**src/rtl/biriscv_longop_ctrl_pkg.sv**
```systemverilog
// ---------------------------------------------------------------------------
// biriscv_longop_ctrl_pkg
//   Shared definitions for the long-latency operation controller: the
//   per-channel state encoding, the channel-count ceiling and the
//   register/data widths used by the controller and its arbiter.
// ---------------------------------------------------------------------------
package biriscv_longop_ctrl_pkg;

  // Upper bound on NUM_UNITS; the one-hot dispatch vector and the
  // arbiter index are sized from the actual parameter, not this value.
  localparam int LONGOP_MAX_UNITS = 8;

  localparam int XLEN = 32;
  localparam int RD_W = 5;

  // Per-channel lifecycle. KILLED marks an op flushed from the pipe whose
  // unit is still running; its eventual completion must be swallowed.
  typedef enum logic [1:0] {
    CH_IDLE   = 2'd0,
    CH_BUSY   = 2'd1,
    CH_KILLED = 2'd2,
    CH_DONE   = 2'd3
  } ch_state_e;

endpackage

```
**src/rtl/biriscv_rr_arb.sv**
```systemverilog
// ---------------------------------------------------------------------------
// biriscv_rr_arb
//   N-way round-robin arbiter with a registered priority pointer.
//   Search starts at the pointer; on an accepted grant the pointer moves
//   to the slot after the winner. An offered but unaccepted grant is held
//   on the same requester so downstream sees a stable choice.
//
//   Ports:
//     clk_i        clock
//     rst_i        asynchronous active-high reset
//     req_i        request vector
//     accept_i     current grant was consumed this cycle
//     grant_o      one-hot grant (zero when no request)
//     grant_idx_o  binary index of the granted requester
// ---------------------------------------------------------------------------
module biriscv_rr_arb #(
  parameter int N     = 2,
  parameter int IDX_W = (N > 1) ? $clog2(N) : 1
) (
  input  logic             clk_i,
  input  logic             rst_i,
  input  logic [N-1:0]     req_i,
  input  logic             accept_i,
  output logic [N-1:0]     grant_o,
  output logic [IDX_W-1:0] grant_idx_o
);

  logic [IDX_W-1:0] r_ptr;
  logic             r_locked;
  logic [IDX_W-1:0] r_lock_idx;

  logic             w_found;
  int               w_j;

  // NOTE: every variable assigned in a combinational block gets a default
  // at the top so no path leaves it unassigned and infers a latch.
  always_comb begin
    grant_o     = '0;
    grant_idx_o = '0;
    w_found     = 1'b0;
    w_j         = 0;
    if (r_locked && req_i[r_lock_idx]) begin
      grant_o[r_lock_idx] = 1'b1;
      grant_idx_o         = r_lock_idx;
    end else begin
      for (int i = 0; i < N; i++) begin
        w_j = int'(r_ptr) + i;
        if (w_j >= N) w_j = w_j - N;
        if (!w_found && req_i[w_j]) begin
          w_found       = 1'b1;
          grant_o[w_j]  = 1'b1;
          grant_idx_o   = IDX_W'(w_j);
        end
      end
    end
  end

  // NOTE: state registers use non-blocking assignments so every flop
  // samples the pre-edge values regardless of statement order.
  always_ff @(posedge clk_i or posedge rst_i) begin
    if (rst_i) begin
      r_ptr      <= '0;
      r_locked   <= 1'b0;
      r_lock_idx <= '0;
    end else begin
      if (accept_i && (|grant_o)) begin
        r_ptr <= (grant_idx_o == IDX_W'(N - 1)) ? '0 : grant_idx_o + 1'b1;
      end
      // Lock only while a grant is being offered and not yet taken.
      r_locked   <= (|grant_o) & ~accept_i;
      r_lock_idx <= grant_idx_o;
    end
  end

endmodule

```
**src/rtl/biriscv_longop_ctrl.sv**
```systemverilog
// ---------------------------------------------------------------------------
// biriscv_longop_ctrl
//   Tracks ops dispatched to out-of-pipe long-latency units (divider,
//   extended multiplier, ...). One outstanding op per channel; keeps a
//   destination-register scoreboard for hazard/WAW checks, captures unit
//   results and drains them round-robin onto a dedicated writeback port.
//
//   Ports:
//     clk_i, rst_i             clock, async active-high reset
//     issue_valid_i/unit_i/rd_i/pc_i, issue_accept_o   dispatch handshake
//     unit_complete_i, unit_result_i                   per-unit completion
//     flush_i                  kills every outstanding op
//     hzd_ra_i, hzd_rb_i, hzd_o   source-operand hazard query
//     wb_valid_o/rd_o/result_o/pc_o, wb_accept_i       writeback port
//     busy_o                   per-channel not-IDLE
//     err_o                    sticky: completion on a channel not BUSY/KILLED
// ---------------------------------------------------------------------------
module biriscv_longop_ctrl
  import biriscv_longop_ctrl_pkg::*;
#(
  parameter int NUM_UNITS        = 2,
  parameter bit SUPPORT_RD0_DROP = 1'b1
) (
  input  logic                      clk_i,
  input  logic                      rst_i,
  input  logic                      issue_valid_i,
  input  logic [NUM_UNITS-1:0]      issue_unit_i,
  input  logic [RD_W-1:0]           issue_rd_i,
  input  logic [XLEN-1:0]           issue_pc_i,
  output logic                      issue_accept_o,
  input  logic [NUM_UNITS-1:0]      unit_complete_i,
  input  logic [XLEN*NUM_UNITS-1:0] unit_result_i,
  input  logic                      flush_i,
  input  logic [RD_W-1:0]           hzd_ra_i,
  input  logic [RD_W-1:0]           hzd_rb_i,
  output logic                      hzd_o,
  output logic                      wb_valid_o,
  output logic [RD_W-1:0]           wb_rd_o,
  output logic [XLEN-1:0]           wb_result_o,
  output logic [XLEN-1:0]           wb_pc_o,
  input  logic                      wb_accept_i,
  output logic [NUM_UNITS-1:0]      busy_o,
  output logic                      err_o
);

  localparam int IDX_W = (NUM_UNITS > 1) ? $clog2(NUM_UNITS) : 1;

  ch_state_e          r_state  [NUM_UNITS];
  ch_state_e          w_state_nxt [NUM_UNITS];
  logic [RD_W-1:0]    r_rd     [NUM_UNITS];
  logic [XLEN-1:0]    r_pc     [NUM_UNITS];
  logic [XLEN-1:0]    r_result [NUM_UNITS];
  logic               r_err;

  logic [NUM_UNITS-1:0] w_idle_vec;
  logic [NUM_UNITS-1:0] w_done_vec;
  logic [NUM_UNITS-1:0] w_issue_hit;
  logic [NUM_UNITS-1:0] w_capture;
  logic [NUM_UNITS-1:0] w_arb_req;
  logic [NUM_UNITS-1:0] w_grant;
  logic [IDX_W-1:0]     w_grant_idx;
  logic                 w_waw;
  logic                 w_wb_fire;
  logic                 w_err_set;

  // -------------------------------------------------------------------------
  // Scoreboard compares: only BUSY/DONE channels own their rd. KILLED
  // results never reach the register file, so they neither hazard nor
  // block a new writer of the same register.
  // -------------------------------------------------------------------------
  always_comb begin
    w_waw      = 1'b0;
    hzd_o      = 1'b0;
    w_idle_vec = '0;
    w_done_vec = '0;
    busy_o     = '0;
    for (int n = 0; n < NUM_UNITS; n++) begin
      w_idle_vec[n] = (r_state[n] == CH_IDLE);
      w_done_vec[n] = (r_state[n] == CH_DONE);
      busy_o[n]     = (r_state[n] != CH_IDLE);
      if ((r_state[n] == CH_BUSY || r_state[n] == CH_DONE) && r_rd[n] != '0) begin
        if (r_rd[n] == issue_rd_i) w_waw = 1'b1;
        if (r_rd[n] == hzd_ra_i || r_rd[n] == hzd_rb_i) hzd_o = 1'b1;
      end
    end
  end

  // rd=0 is excluded inside the compare above, so x0 never blocks issue.
  assign issue_accept_o = issue_valid_i & ~rst_i & ~flush_i & ~w_waw
                        & $onehot(issue_unit_i)
                        & (|(issue_unit_i & w_idle_vec));

  // -------------------------------------------------------------------------
  // Writeback arbitration. Flush masks requests so a dying result is never
  // offered, and that also makes flush win over a same-cycle accept.
  // -------------------------------------------------------------------------
  assign w_arb_req = w_done_vec & {NUM_UNITS{~flush_i}};

  biriscv_rr_arb #(
    .N     (NUM_UNITS),
    .IDX_W (IDX_W)
  ) u_arb (
    .clk_i       (clk_i),
    .rst_i       (rst_i),
    .req_i       (w_arb_req),
    .accept_i    (wb_accept_i),
    .grant_o     (w_grant),
    .grant_idx_o (w_grant_idx)
  );

  assign wb_valid_o  = |w_grant;
  assign w_wb_fire   = wb_valid_o & wb_accept_i;
  assign wb_rd_o     = wb_valid_o ? r_rd[w_grant_idx]     : '0;
  assign wb_result_o = wb_valid_o ? r_result[w_grant_idx] : '0;
  assign wb_pc_o     = wb_valid_o ? r_pc[w_grant_idx]     : '0;

  // -------------------------------------------------------------------------
  // Per-channel next state
  // -------------------------------------------------------------------------
  always_comb begin
    w_err_set   = 1'b0;
    w_issue_hit = '0;
    w_capture   = '0;
    for (int n = 0; n < NUM_UNITS; n++) begin
      w_state_nxt[n] = r_state[n];
      w_issue_hit[n] = issue_accept_o & issue_unit_i[n];
      case (r_state[n])
        CH_IDLE: begin
          if (unit_complete_i[n]) w_err_set = 1'b1;
          if (w_issue_hit[n])     w_state_nxt[n] = CH_BUSY;
        end
        CH_BUSY: begin
          if (flush_i) begin
            // A completion landing with the flush has nothing left to kill.
            w_state_nxt[n] = unit_complete_i[n] ? CH_IDLE : CH_KILLED;
          end else if (unit_complete_i[n]) begin
            if (SUPPORT_RD0_DROP && r_rd[n] == '0) begin
              w_state_nxt[n] = CH_IDLE;
            end else begin
              w_state_nxt[n] = CH_DONE;
              w_capture[n]   = 1'b1;
            end
          end
        end
        CH_KILLED: begin
          if (unit_complete_i[n]) w_state_nxt[n] = CH_IDLE;
        end
        CH_DONE: begin
          if (unit_complete_i[n]) w_err_set = 1'b1;
          if (flush_i || (w_wb_fire && w_grant[n])) w_state_nxt[n] = CH_IDLE;
        end
        default: w_state_nxt[n] = CH_IDLE;
      endcase
    end
  end

  // NOTE: the per-channel payload arrays are reset along with the state;
  // they are a handful of flops per channel, and a defined value keeps the
  // writeback mux outputs clean straight out of reset.
  always_ff @(posedge clk_i or posedge rst_i) begin
    if (rst_i) begin
      for (int n = 0; n < NUM_UNITS; n++) begin
        r_state[n]  <= CH_IDLE;
        r_rd[n]     <= '0;
        r_pc[n]     <= '0;
        r_result[n] <= '0;
      end
      r_err <= 1'b0;
    end else begin
      for (int n = 0; n < NUM_UNITS; n++) begin
        r_state[n] <= w_state_nxt[n];
        if (w_issue_hit[n]) begin
          r_rd[n] <= issue_rd_i;
          r_pc[n] <= issue_pc_i;
        end
        if (w_capture[n]) r_result[n] <= unit_result_i[XLEN*n +: XLEN];
      end
      r_err <= r_err | w_err_set;
    end
  end

  assign err_o = r_err;

endmodule
```
**config.mk**
```make
export PLATFORM = sky130hd
export DESIGN_NAME = biriscv_longop_ctrl
export DESIGN_NICKNAME = d
export VERILOG_FILES = /design/src/rtl/biriscv_longop_ctrl_pkg.sv /design/src/rtl/biriscv_rr_arb.sv /design/src/rtl/biriscv_longop_ctrl.sv
export SDC_FILE = /design/constraint.sdc
export NUM_CORES = 1
export LEC_CHECK = 0
export ABC_AREA = 0
export BUFFER_PORTS_ARGS = -buffer_cell sky130_fd_sc_hd__buf_4
export CAP_MARGIN = 30
export CELL_PAD_IN_SITES_DETAIL_PLACEMENT = 1
export CELL_PAD_IN_SITES_GLOBAL_PLACEMENT = 1
export CORE_ASPECT_RATIO = 1.2
export CORE_UTILIZATION = 44
export CTS_BUF_LIST = sky130_fd_sc_hd__clkbuf_4 sky130_fd_sc_hd__clkbuf_8
export CTS_CLUSTER_DIAMETER = 50
export DETAILED_ROUTE_END_ITERATION = 6
export GPL_TIMING_DRIVEN = 1
export PLACE_DENSITY_LB_ADDON = 0.1
export SYNTH_ARGS = -nofsm -noshare
export SYNTH_HDL_FRONTEND = slang
export SYNTH_SLANG_ARGS = --single-unit
```
**constraint.sdc**
```tcl
create_clock -name clk_i -period 5.63 [get_ports clk_i]
set_input_delay 0.2815 -clock clk_i [delete_from_list [all_inputs] [get_ports clk_i]]
set_output_delay 0.2815 -clock clk_i [all_outputs]
set_load 0.005 [all_outputs]
```
==> metrics, run 1 <==
area of the multi-input gates 3240 um^2; largest family of logic cells by synthesized area multiplexers; max_cap viols 0; unrepaired setup endpoints after global routing false; crit path time final 3160 ps; WL/cell 20.8 um; share of layout cells above drive strength 1 between 50 and 60%; share of Yosys cell area claimed by the top area cell type 50.9%; GP Congestion a little under 0.9; critical path peak fanout 37; largest net degree at the start of global routing 76; clk buf depth 2; simple-gate share of the synthesized area 3.87%; Tot GR Track Use 23.8%; area added between synthesis and finish 28.0%; Sw Share 30.7%; Non-Filler Instances 916; gr ovfl total 0; post-route setup slack 2470 ps; sequential share of power 45.3%; antenna cell count 0; H-tree levels 4; CP startpoint kind flop; Placeable Area 15,800 um^2; vias in the first global route 5,724; min-delay worst type input port to flop; vias per inst 5.48; final WL 19,100 um; Place WS 2730 ps; PD cells 455 nW/um^2; dominant cell type by area after synthesis dfrtp_1; Synth Area in Compound Gates 10.7%; worst clock skew 12.4 ps; Crit Path Class flop to output port; clk root buf clkbuf_8; Req. time, crit path ~5400 ps; Distinct cells, synth 38; Comb pwr share 32.7%; yosys warns 0; die height 142 um; crit path capture type output port; count of port buffers added during placement 194; vias ~5,000; DRT Pass-1 Iters 4; Async SR Flop Fraction 100%; post-route ant nets 0; Leakage 0.00457 uW; number of clock sinks 146; WP data arrival 2880 ps; worst slew pin tran 892 ps; utilization after layout 58.3%; setup TNS 0 ps; internal power 2900 uW; Starting Density 45.5%; EDFF count, synth 0; Die X 119 um; period utilization a little under three fifths; number of fill cells in the layout 1,642; Synth Area in Adders 1.39%; Final Slew Violations 0; Seq/Total Area, Yosys 50.9%; post-synthesis register bit count 146; initial antenna violation count 0; syn_nets 643; Slew headroom 40.6%; post-synthesis mux area share 25.5%; VDD IR max about 200 uV; Ports around 200; clock power share a little over a fifth; Synth Instances 515; final setup vio count 0; Max Freq about 320 MHz; Synth Area per Inst 13.9 um^2; Post-layout nets around 800; clk_lat worst skew 450 ps; Net Switching 1290 uW; Reg clk slew, reported paths ~80 ps; Num CTS Buffers 17; most instantiated library cell after synthesis dfrtp_1; PostCTS Resize Cnt 0; Netlist Area Pre-Place about 7200 um^2; row count 50; Synth Area in XOR/XNOR 3.66%; top_reg_cell synth dfrtp_1; Initial DRC Count 184; first-pass GRT wire length 30,700 um; top cells by area, synth dfrtp_1 (51%), mux2_4 (13%), mux2_2 (12%); Reg area 3650 um^2; DP HPWL 13,300 um; status finished, final reports clean; Die Area 16,800 um^2; final hold vios 0; list of most frequent post-synthesis cells dfrtp_1 (146), mux2_2 (78), a22o_1 (69); CTS tree built; DRC viols 0; DP Cell Count 882
-- worst max-delay path, cell delays in order (launching register included) --
cell and delay (ps):
dfrtp_1 380, mux2_2 370, nand2_1 70, and3_2 700, buf_4 530, a22o_1 240, buf_4 120
-- state kept, by name, summed over array words and instances (netlist names) --
signal and flops:
r_rd 10, r_result 64, r_pc 64, r_state 4, u_arb.r_ptr 1, u_arb.r_locked 1, err_o 1, u_arb.r_lock_idx 1
-- power by group through the flow --
stage               Clock (uW)  Combinational (uW)  Sequential, uW
detailed placement           0                1380            1900
floorplan                    0                1080            1740
finish                     921                1370            1900
global route               987                1490            1960
CTS                        947                1390            1890
global placement             0                1320            1870
-- logic make-up (layout without fill, tap and decap cells) --
| family | after synthesis | count (layout) |
|---|---|---|
| flip-flops | 146 | 146 |
| buffers and inverters | 51 | 244 |
| multiplexers | 143 | 143 |
| AND/OR/NAND/NOR | 44 | 44 |
| AO/OA/AOI/OAI | 93 | 93 |
| adder cells (fa/ha/maj) | 8 | 8 |
| XOR/XNOR | 30 | 30 |
-- per-layer routing --
metal	GRT usage [%]	part of all wire, %	up-vias
li1	-	-	2229
met1	26.9	39	2598
met2	41.4	52	155
met3	7.48	6.5	35
met4	10.3	3.0	0
met5	0	0	-
-- cell type report --
cell class                      count  share of cell area (%)
Sequential cell                   146                    39.8
Multi-Input combinational cell    318                    35.3
Timing Repair Buffer              201                    16.7
Clock buffer                       20                    2.93
Tap cell                          208                    2.83
Clock inverter                     12                    1.95
Inverter                           11                   0.504
-- what timing repair did --
action,CTS,global route
setup endpoints to repair,0,0
endpoints found under the hold margin,62,0
hold buffers,2,0
setup buffers,0,0
-- cells in the final DEF (no fill, tap or decap), types with 2 or more instances in the layout --
cell type	netlist	final
mux2_2	78	78
bufinv_16	0	4
xor2_1	16	16
buf_4	1	198
xnor2_1	14	14
nand3_1	2	2
clkbuf_8	0	19
nand2_1	4	4
and3b_1	2	2
nor3_1	11	11
nand2b_1	4	4
dlygate4sd3_1	0	2
nor4_2	2	2
a31oi_1	5	5
dfrtp_1	146	146
clkinvlp_4	0	3
a22o_1	69	69
inv_6	0	3
nand3_4	2	2
o22ai_1	2	2
nor2_1	8	8
ha_1	8	8
clkinv_2	0	2
inv_1	10	9
o21ai_0	6	6
mux2i_1	4	4
a21oi_1	7	7
and3_2	0	3
mux2_4	60	60
-- path summary, 6_finish.rpt --
kind | start | endpoint | slack (ps) | cells past startpoint
setup / recovery | u_arb.r_locked | wb_pc_o[5] | 2470 | 6
hold / removal | unit_result_i[3] | r_result[35] | 70 | 2
setup reg to reg | r_state[2] | r_pc[7] | 2800 | 7
hold reg to reg | r_result[35] | r_result[35] | 510 | 1
max in group asynchronous | rst_i | r_pc[25] | 4120 | 5
min in group asynchronous | rst_i | r_result[55] | 450 | 3
-- stage by stage --
| step | area [um^2] | hold slack, ps | power (uW) |
|---|---|---|---|
| after floorplan | 7180 | 352 | 2820 |
| after global placement | 8690 | 377 | 3180 |
| after detailed placement | 8720 | 398 | 3290 |
| after CTS | 9190 | 33.7 | 4230 |
| after global routing | 9190 | 33.8 | 4430 |
| final | 9190 | 67.4 | 4180 |
(Power assumes the default switching activity.)
==> run 2: changes to the inputs <==
--- a/config.mk
+++ b/config.mk
@@ -11,7 +11,7 @@
 export CELL_PAD_IN_SITES_DETAIL_PLACEMENT = 1
 export CELL_PAD_IN_SITES_GLOBAL_PLACEMENT = 1
 export CORE_ASPECT_RATIO = 1.2
-export CORE_UTILIZATION = 44
+export CORE_UTILIZATION = 39
 export CTS_BUF_LIST = sky130_fd_sc_hd__clkbuf_4 sky130_fd_sc_hd__clkbuf_8
 export CTS_CLUSTER_DIAMETER = 50
 export DETAILED_ROUTE_END_ITERATION = 6
==> constraint.sdc (replaced) <==
create_clock -name clk_i -period 2.8 [get_ports clk_i]
set_input_delay 0.14 -clock clk_i [delete_from_list [all_inputs] [get_ports clk_i]]
set_output_delay 0.14 -clock clk_i [all_outputs]
set_load 0.005 [all_outputs]
==> run 2 against run 1 <==
Net effect:
- the run now ends with negative hold slack left
- worst setup slack got worse by 2200 ps
- clock skew is 8.9 ps higher
- largest cell class unchanged
- largest power group unchanged
- die area increased by 13%
==> metrics, run 2 (synthesized netlist as in run 1, its figures left out) <==
status finished, violations left; failing checks negative hold slack; Die Area 18,900 um^2 (+13%); Comb pwr share 34.5% (+1.8 points); first-pass GRT wire length 34,300 um (+12%); Post-layout nets 933 (+13%); clock power share 20.6% (-1.4 points); Tot GR Track Use 23.9% (+0.13 points); CTS tree built; post-route ant nets 0 (unchanged); crit path time final 2490 ps; Slew headroom 48.5% (+7.9 points); clk root buf clkbuf_8; most common cell after layout, fill and taps aside buf_4; Crit Path Class flop to output port; Post-DP Area 8830 um^2 (+1.2%); initial antenna violation count 0 (unchanged); Reg clk slew, reported paths 90 ps (about the same); Placeable Area 17,800 um^2 (+13%); Leakage 0.00503 uW (+10%); worst slew pin tran 773 ps (-118 ps); count of port buffers added during placement 194 (unchanged); Starting Density 40.4% (-5.1 points); Die X 126 um (+6.1%); Final Slew Violations 0 (unchanged); DP HPWL 13,700 um (+3.2%); WP data arrival 2350 ps (-530 ps); final hold vios 60 (+60); largest registers r_pc (64), r_result (64), r_rd (10); worst clock skew 21.3 ps (+8.88 ps); vias per inst 5.24 (-4.3%); max_cap viols 0 (unchanged); VDD IR max 378 uV (+93%); antenna cell count 0 (unchanged); CP startpoint kind flop; post-route cell area 10,300 um^2 (+12%); post-route setup slack 314 ps (-2160 ps); gr ovfl total 0 (unchanged); CP Launch Point r_state[3]; Ports 195 (unchanged); unrepaired setup endpoints after global routing false; vias in the first global route 6,341 (+11%); Max Freq approximately 400 MHz; Final Power 8530 uW (+100%); min-delay worst type input port to async pin; PD cells 829 nW/um^2 (+82%); area added between synthesis and finish 43.4%; hold_ws -16.2 ps (-83.6 ps); DRC viols 0 (unchanged); reg-to-reg startpoint r_state[3]; internal power 5820 uW (+100%); Net Switching 2720 uW (+110%); H-tree levels 4 (unchanged); largest net degree at the start of global routing 147 (+93%); critical path peak fanout 31 (-16%); DRT Pass-1 Iters 4 (unchanged); share of layout cells above drive strength 1 47.2% (-6.3 points); sequential share of power 45.0% (-0.3 points); number of clock sinks 146 (unchanged); final setup vio count 0 (unchanged); vias 5,441 (+8.5%); Place WS 332 ps (-2400 ps); clk_lat worst skew 460 ps (about the same); Req. time, crit path 2660 ps (-2690 ps); clk buf depth 2 (unchanged); period utilization 88.8%; die height 151 um (+6.1%); Sw Share 31.8% (+1.1 points); most frequent cells in the layout buf_4 (201), dfrtp_1 (146), dlygate4sd3_1 (105); GP Congestion 0.857 (-1.2%); crit path capture type output port; row count 53 (+6.0%); Num CTS Buffers 17 (unchanged); utilization after layout 57.9% (-0.36 points); final WL 21,700 um (+14%); WL/cell 21.0 um (+0.72%); Initial DRC Count 184 (unchanged); setup bufs post-CTS 0 (unchanged)
==> run 2: cell types whose count changed in the layout (fill, tap and decap cells not counted), sizes merged <==
cell | previous run | this run
buf | 199 | 206
bufinv | 4 | 3
clkbuf | 20 | 19
clkinv | 4 | 7
dlygate4sd3 | 2 | 105
inv | 12 | 11
==> run 2: per-layer routing <==
metal	vias to the layer above	routed length, um	GRT usage, %
met1	2801	8870	27.6
met2	153	11400	43.8
met5	-	0	0
li1	2453	-	-
met4	0	408	7.71
met3	34	1030	5.58
==> run 2: repair_timing <==
item,CTS,global route
setup endpoints to repair,0,3
hold buffers,105,0
resized for setup,0,1
hold endpoints to repair,141,0
==> run 2: critical path: stages (launching register included) <==
cell	delay, ps
dfrtp_1	430
ha_1	220
buf_4	170
nand2_1	70
and3_4	410
buf_12	250
a22o_1	210
buf_4	120
==> run 2: final timing paths <==
check | cells past startpoint | slack [ps] | endpoint
worst max-delay path | 7 | 310 | wb_result_o[11]
worst min-delay path | 3 | -20 | r_pc[18]
worst max register to register | 8 | 330 | r_rd[6]
worst min register to register | 1 | 510 | r_pc[30]
max in group asynchronous | 3 | 2270 | r_result[24]
min in group clk_i | 4 | 180 | r_state[1]
==> run 2: per-stage QoR <==
step,cells,TNS [ps]
after detailed placement,901,0
after CTS,1038,0
after floorplan,515,-56170
after global placement,901,0
after global routing,1038,0
final,1038,0
==> run 2: layout make-up <==
cell class	count	area [um^2]
clock inverters	13	160
inverters	11	45.0
clock buffers	19	249
flip-flops and latches	146	3650
repair buffers	311	2660
fillers	1777	7480
well taps	220	275
multi-input cells	318	3250
==> run 2: power groups by stage <==
| stage | Clock, uW | Sequential [uW] | Combinational (uW) |
|---|---|---|---|
| 5_1_grt | 1870 | 3960 | 3190 |
| 4_1_cts | 1780 | 3800 | 2950 |
| 3_3_place_gp | 0 | 3750 | 2690 |
| 6_report | 1760 | 3840 | 2940 |
| 3_5_place_dp | 0 | 3820 | 2830 |
| 2_1_floorplan | 0 | 3490 | 2180 |
==> run 3: changes to the inputs <==
--- a/config.mk
+++ b/config.mk
@@ -11,7 +11,7 @@
 export CELL_PAD_IN_SITES_DETAIL_PLACEMENT = 1
 export CELL_PAD_IN_SITES_GLOBAL_PLACEMENT = 1
 export CORE_ASPECT_RATIO = 1.2
-export CORE_UTILIZATION = 39
+export CORE_UTILIZATION = 40
 export CTS_BUF_LIST = sky130_fd_sc_hd__clkbuf_4 sky130_fd_sc_hd__clkbuf_8
 export CTS_CLUSTER_DIAMETER = 50
 export DETAILED_ROUTE_END_ITERATION = 6
@@ -19,4 +19,5 @@
 export PLACE_DENSITY_LB_ADDON = 0.1
 export SYNTH_ARGS = -nofsm -noshare
 export SYNTH_HDL_FRONTEND = slang
+export SYNTH_HIERARCHICAL = 1
 export SYNTH_SLANG_ARGS = --single-unit
==> run 3 against run 2 <==
Net effect:
- the run now ends clean
- non-clock buffer count is 1 higher
- synthesized cell count is 14% higher
- fmax is 6.0% lower
- wire length is 1.2% lower
- largest cell class unchanged
==> metrics, run 3 <==
Async SR Flop Fraction 100% (unchanged); status finished, final reports clean; CTS tree built; Leakage 0.00489 uW (-2.8%); number of fill cells in the layout 1,902 (+7.0%); Reg clk slew, reported paths 90 ps (about the same); CP startpoint kind flop; Starting Density 41.2% (+0.80 points); VDD IR max 428 uV (+13%); Synth Instances 588 (+14%); Crit Path Class flop to output port; share of Yosys cell area claimed by the top area cell type 48.3% (-2.6 points); DRT Pass-1 Iters 4 (unchanged); min-delay worst type input port to flop; final setup vio count 0 (unchanged); Ports 195 (unchanged); Placeable Area 18,400 um^2 (+3.4%); syn_nets 716 (+11%); Post-DP Area 9240 um^2 (+4.7%); WP data arrival 2510 ps (+160 ps); max_cap viols 0 (unchanged); die height 153 um (+1.4%); Max Freq 378 MHz (-6.0%); antenna cell count 0 (unchanged); CP Launch Point r_state[0]; Synth Area per Inst 12.9 um^2 (-7.6%); Req. time, crit path 2660 ps (about the same); Initial DRC Count 251 (+36%); count of port buffers added during placement 194 (unchanged); row count 54 (+1.9%); post-route cell area 10,800 um^2 (+5.0%); top_reg_cell synth dfrtp_1; post-synthesis register bit count 146 (unchanged); most frequent cells in the layout buf_4 (198), dfrtp_1 (146), dlygate4sd3_1 (105); largest registers r_pc (64), r_result (64), r_rd (10); DP Cell Count 1,005 (+12%); Reg2Reg Setup Slack 330 ps (about the same); DRC viols 0 (unchanged); period utilization 94.5% (+5.7 points); PD cells 831 nW/um^2 (+0.22%); largest net degree at the start of global routing 144 (-2.0%); list of most frequent post-synthesis cells dfrtp_1 (146), mux2_2 (78), nor2_1 (76); utilization after layout 58.8% (+0.90 points); crit path capture type output port; FF-to-FF End r_pc[36]; gr ovfl total 0 (unchanged); final hold vios 0 (-100%); reg-to-reg startpoint r_state[2]; initial antenna violation count 0 (unchanged); Die X 128 um (+1.4%); Non-Filler Instances 1,144 (+10%); DP HPWL 13,400 um (-2.8%); first-pass GRT wire length 34,200 um (-0.46%); setup TNS 0 ps (unchanged); final WL 21,500 um (-1.2%); H-tree levels 4 (unchanged); clk root buf clkbuf_8; vias per inst 4.97 (-5.2%); share of layout cells above drive strength 1 43.9% (-3.2 points); top cells by area, synth dfrtp_1 (48%), mux2_4 (12%), mux2_2 (12%); Worst R2R Path Depth 8 (unchanged); Worst Hold Launch unit_complete_i[1]; number of clock sinks 146 (unchanged); post-route ant nets 0 (unchanged); Distinct cells, synth 37 (-2.6%); EDFF count, synth 0 (unchanged); CP endpoint wb_pc_o[20]; area added between synthesis and finish 42.8%; worst slew pin tran 845 ps (+71.6 ps); worst clock skew 15.3 ps (-5.94 ps); WL/cell 18.8 um (-10%); Netlist Area Pre-Place 7570 um^2 (+5.5%); dominant cell type by area after synthesis dfrtp_1; hold_ws 61.2 ps (+77.5 ps); most instantiated library cell after synthesis dfrtp_1; Tot GR Track Use 22.6% (-1.4 points); GP Congestion 0.827 (-3.5%); Post-layout nets 1,008 (+8.0%); Final Slew Violations 0 (unchanged); Slew headroom 43.7% (-4.8 points); most common cell after layout, fill and taps aside buf_4; clk_lat worst skew 450 ps (about the same); Die Area 19,500 um^2 (+2.8%); clk buf depth 2 (unchanged); vias 5,687 (+4.5%); Num CTS Buffers 17 (unchanged); Seq/Total Area, Yosys 48.3% (-2.6 points); vias in the first global route 6,569 (+3.6%); critical path peak fanout 17 (-45%); crit path time final 2650 ps (+160 ps); yosys warns 6 (+6)
[run 3: cell count changes after synthesis, sizes merged, moves of 3 or more]
cell and delta:
xor2 -3, nand3 +5, nand2b -4, a22o -69, nor2b +3, xnor2 +3
mux2i +68, nand2 +7, nor2 +68
[run 3: per-stage QoR]
step / worst slack, ps / total power, uW
finish: 155 / 8980
detailed placement: 321 / 6990
global route: -1.65 / 9570
floorplan: 364 / 5980
CTS: 63.7 / 9010
global placement: 424 / 6770
[run 3: logic make-up after synthesis]
logic type               count (synthesis)  share of synthesized area (%)
multiplexers                           211                           33.2
AO/OA/AOI/OAI                           23                           2.00
adder cells (fa/ha/maj)                  8                           1.32
flip-flops                             146                           48.3
AND/OR/NAND/NOR                        119                           7.18
XOR/XNOR                                30                           3.47
buffers and inverters                   51                           4.51
[run 3: worst min-delay path by stage]
stage | end | slack (ps) | depth (start not counted)
2_1_floorplan | u_arb/r_lock_idx | -110 | 1
5_1_grt | r_state[1] | 50 | 4
3_5_place_dp | u_arb/r_lock_idx | 50 | 2
6_report | r_state[1] | 60 | 4
4_1_cts | r_state[1] | 40 | 4
3_3_place_gp | u_arb/r_lock_idx | 40 | 2
[run 3: layout make-up]
type / count / area (um^2) / area share [%]
flip-flops and latches: 146 / 3650 / 33.8
repair buffers: 312 / 2730 / 25.2
well taps: 252 / 315 / 2.92
multi-input cells: 391 / 3620 / 33.5
clock inverters: 14 / 203 / 1.88
inverters: 12 / 48.8 / 0.452
clock buffers: 17 / 234 / 2.17
[run 3: what timing repair did]
| action | in CTS | in global routing |
|---|---|---|
| hold buffers | 105 | 0 |
| resized for setup | 2 | 1 |
| endpoints found under the hold margin | 198 | 0 |
| setup endpoints to repair | 69 | 29 |
| setup buffers | 0 | 1 |
| cloned | 0 | 2 |
[run 3: layer usage]
metal	GRT usage, %	share of wire, %	up-vias
met5	0	0	-
met4	6.46	1.3	0
met3	5.23	4.9	23
met2	42.0	54	145
met1	25.3	40	2908
li1	-	-	2611
[run 3: critical path, cell delays in order (launching register included)]
cell	delay, ps
dfrtp_1	410
ha_1	260
nor2b_4	240
inv_1	110
a31oi_4	180
buf_12	160
buf_12	190
mux2i_1	260
nor2_1	80
buf_4	160
[run 3: power breakdown]
group	total [uW]	internal, uW	switching (uW)
clock network	1850	982	866
registers	3770	3090	681
logic	3360	2030	1330
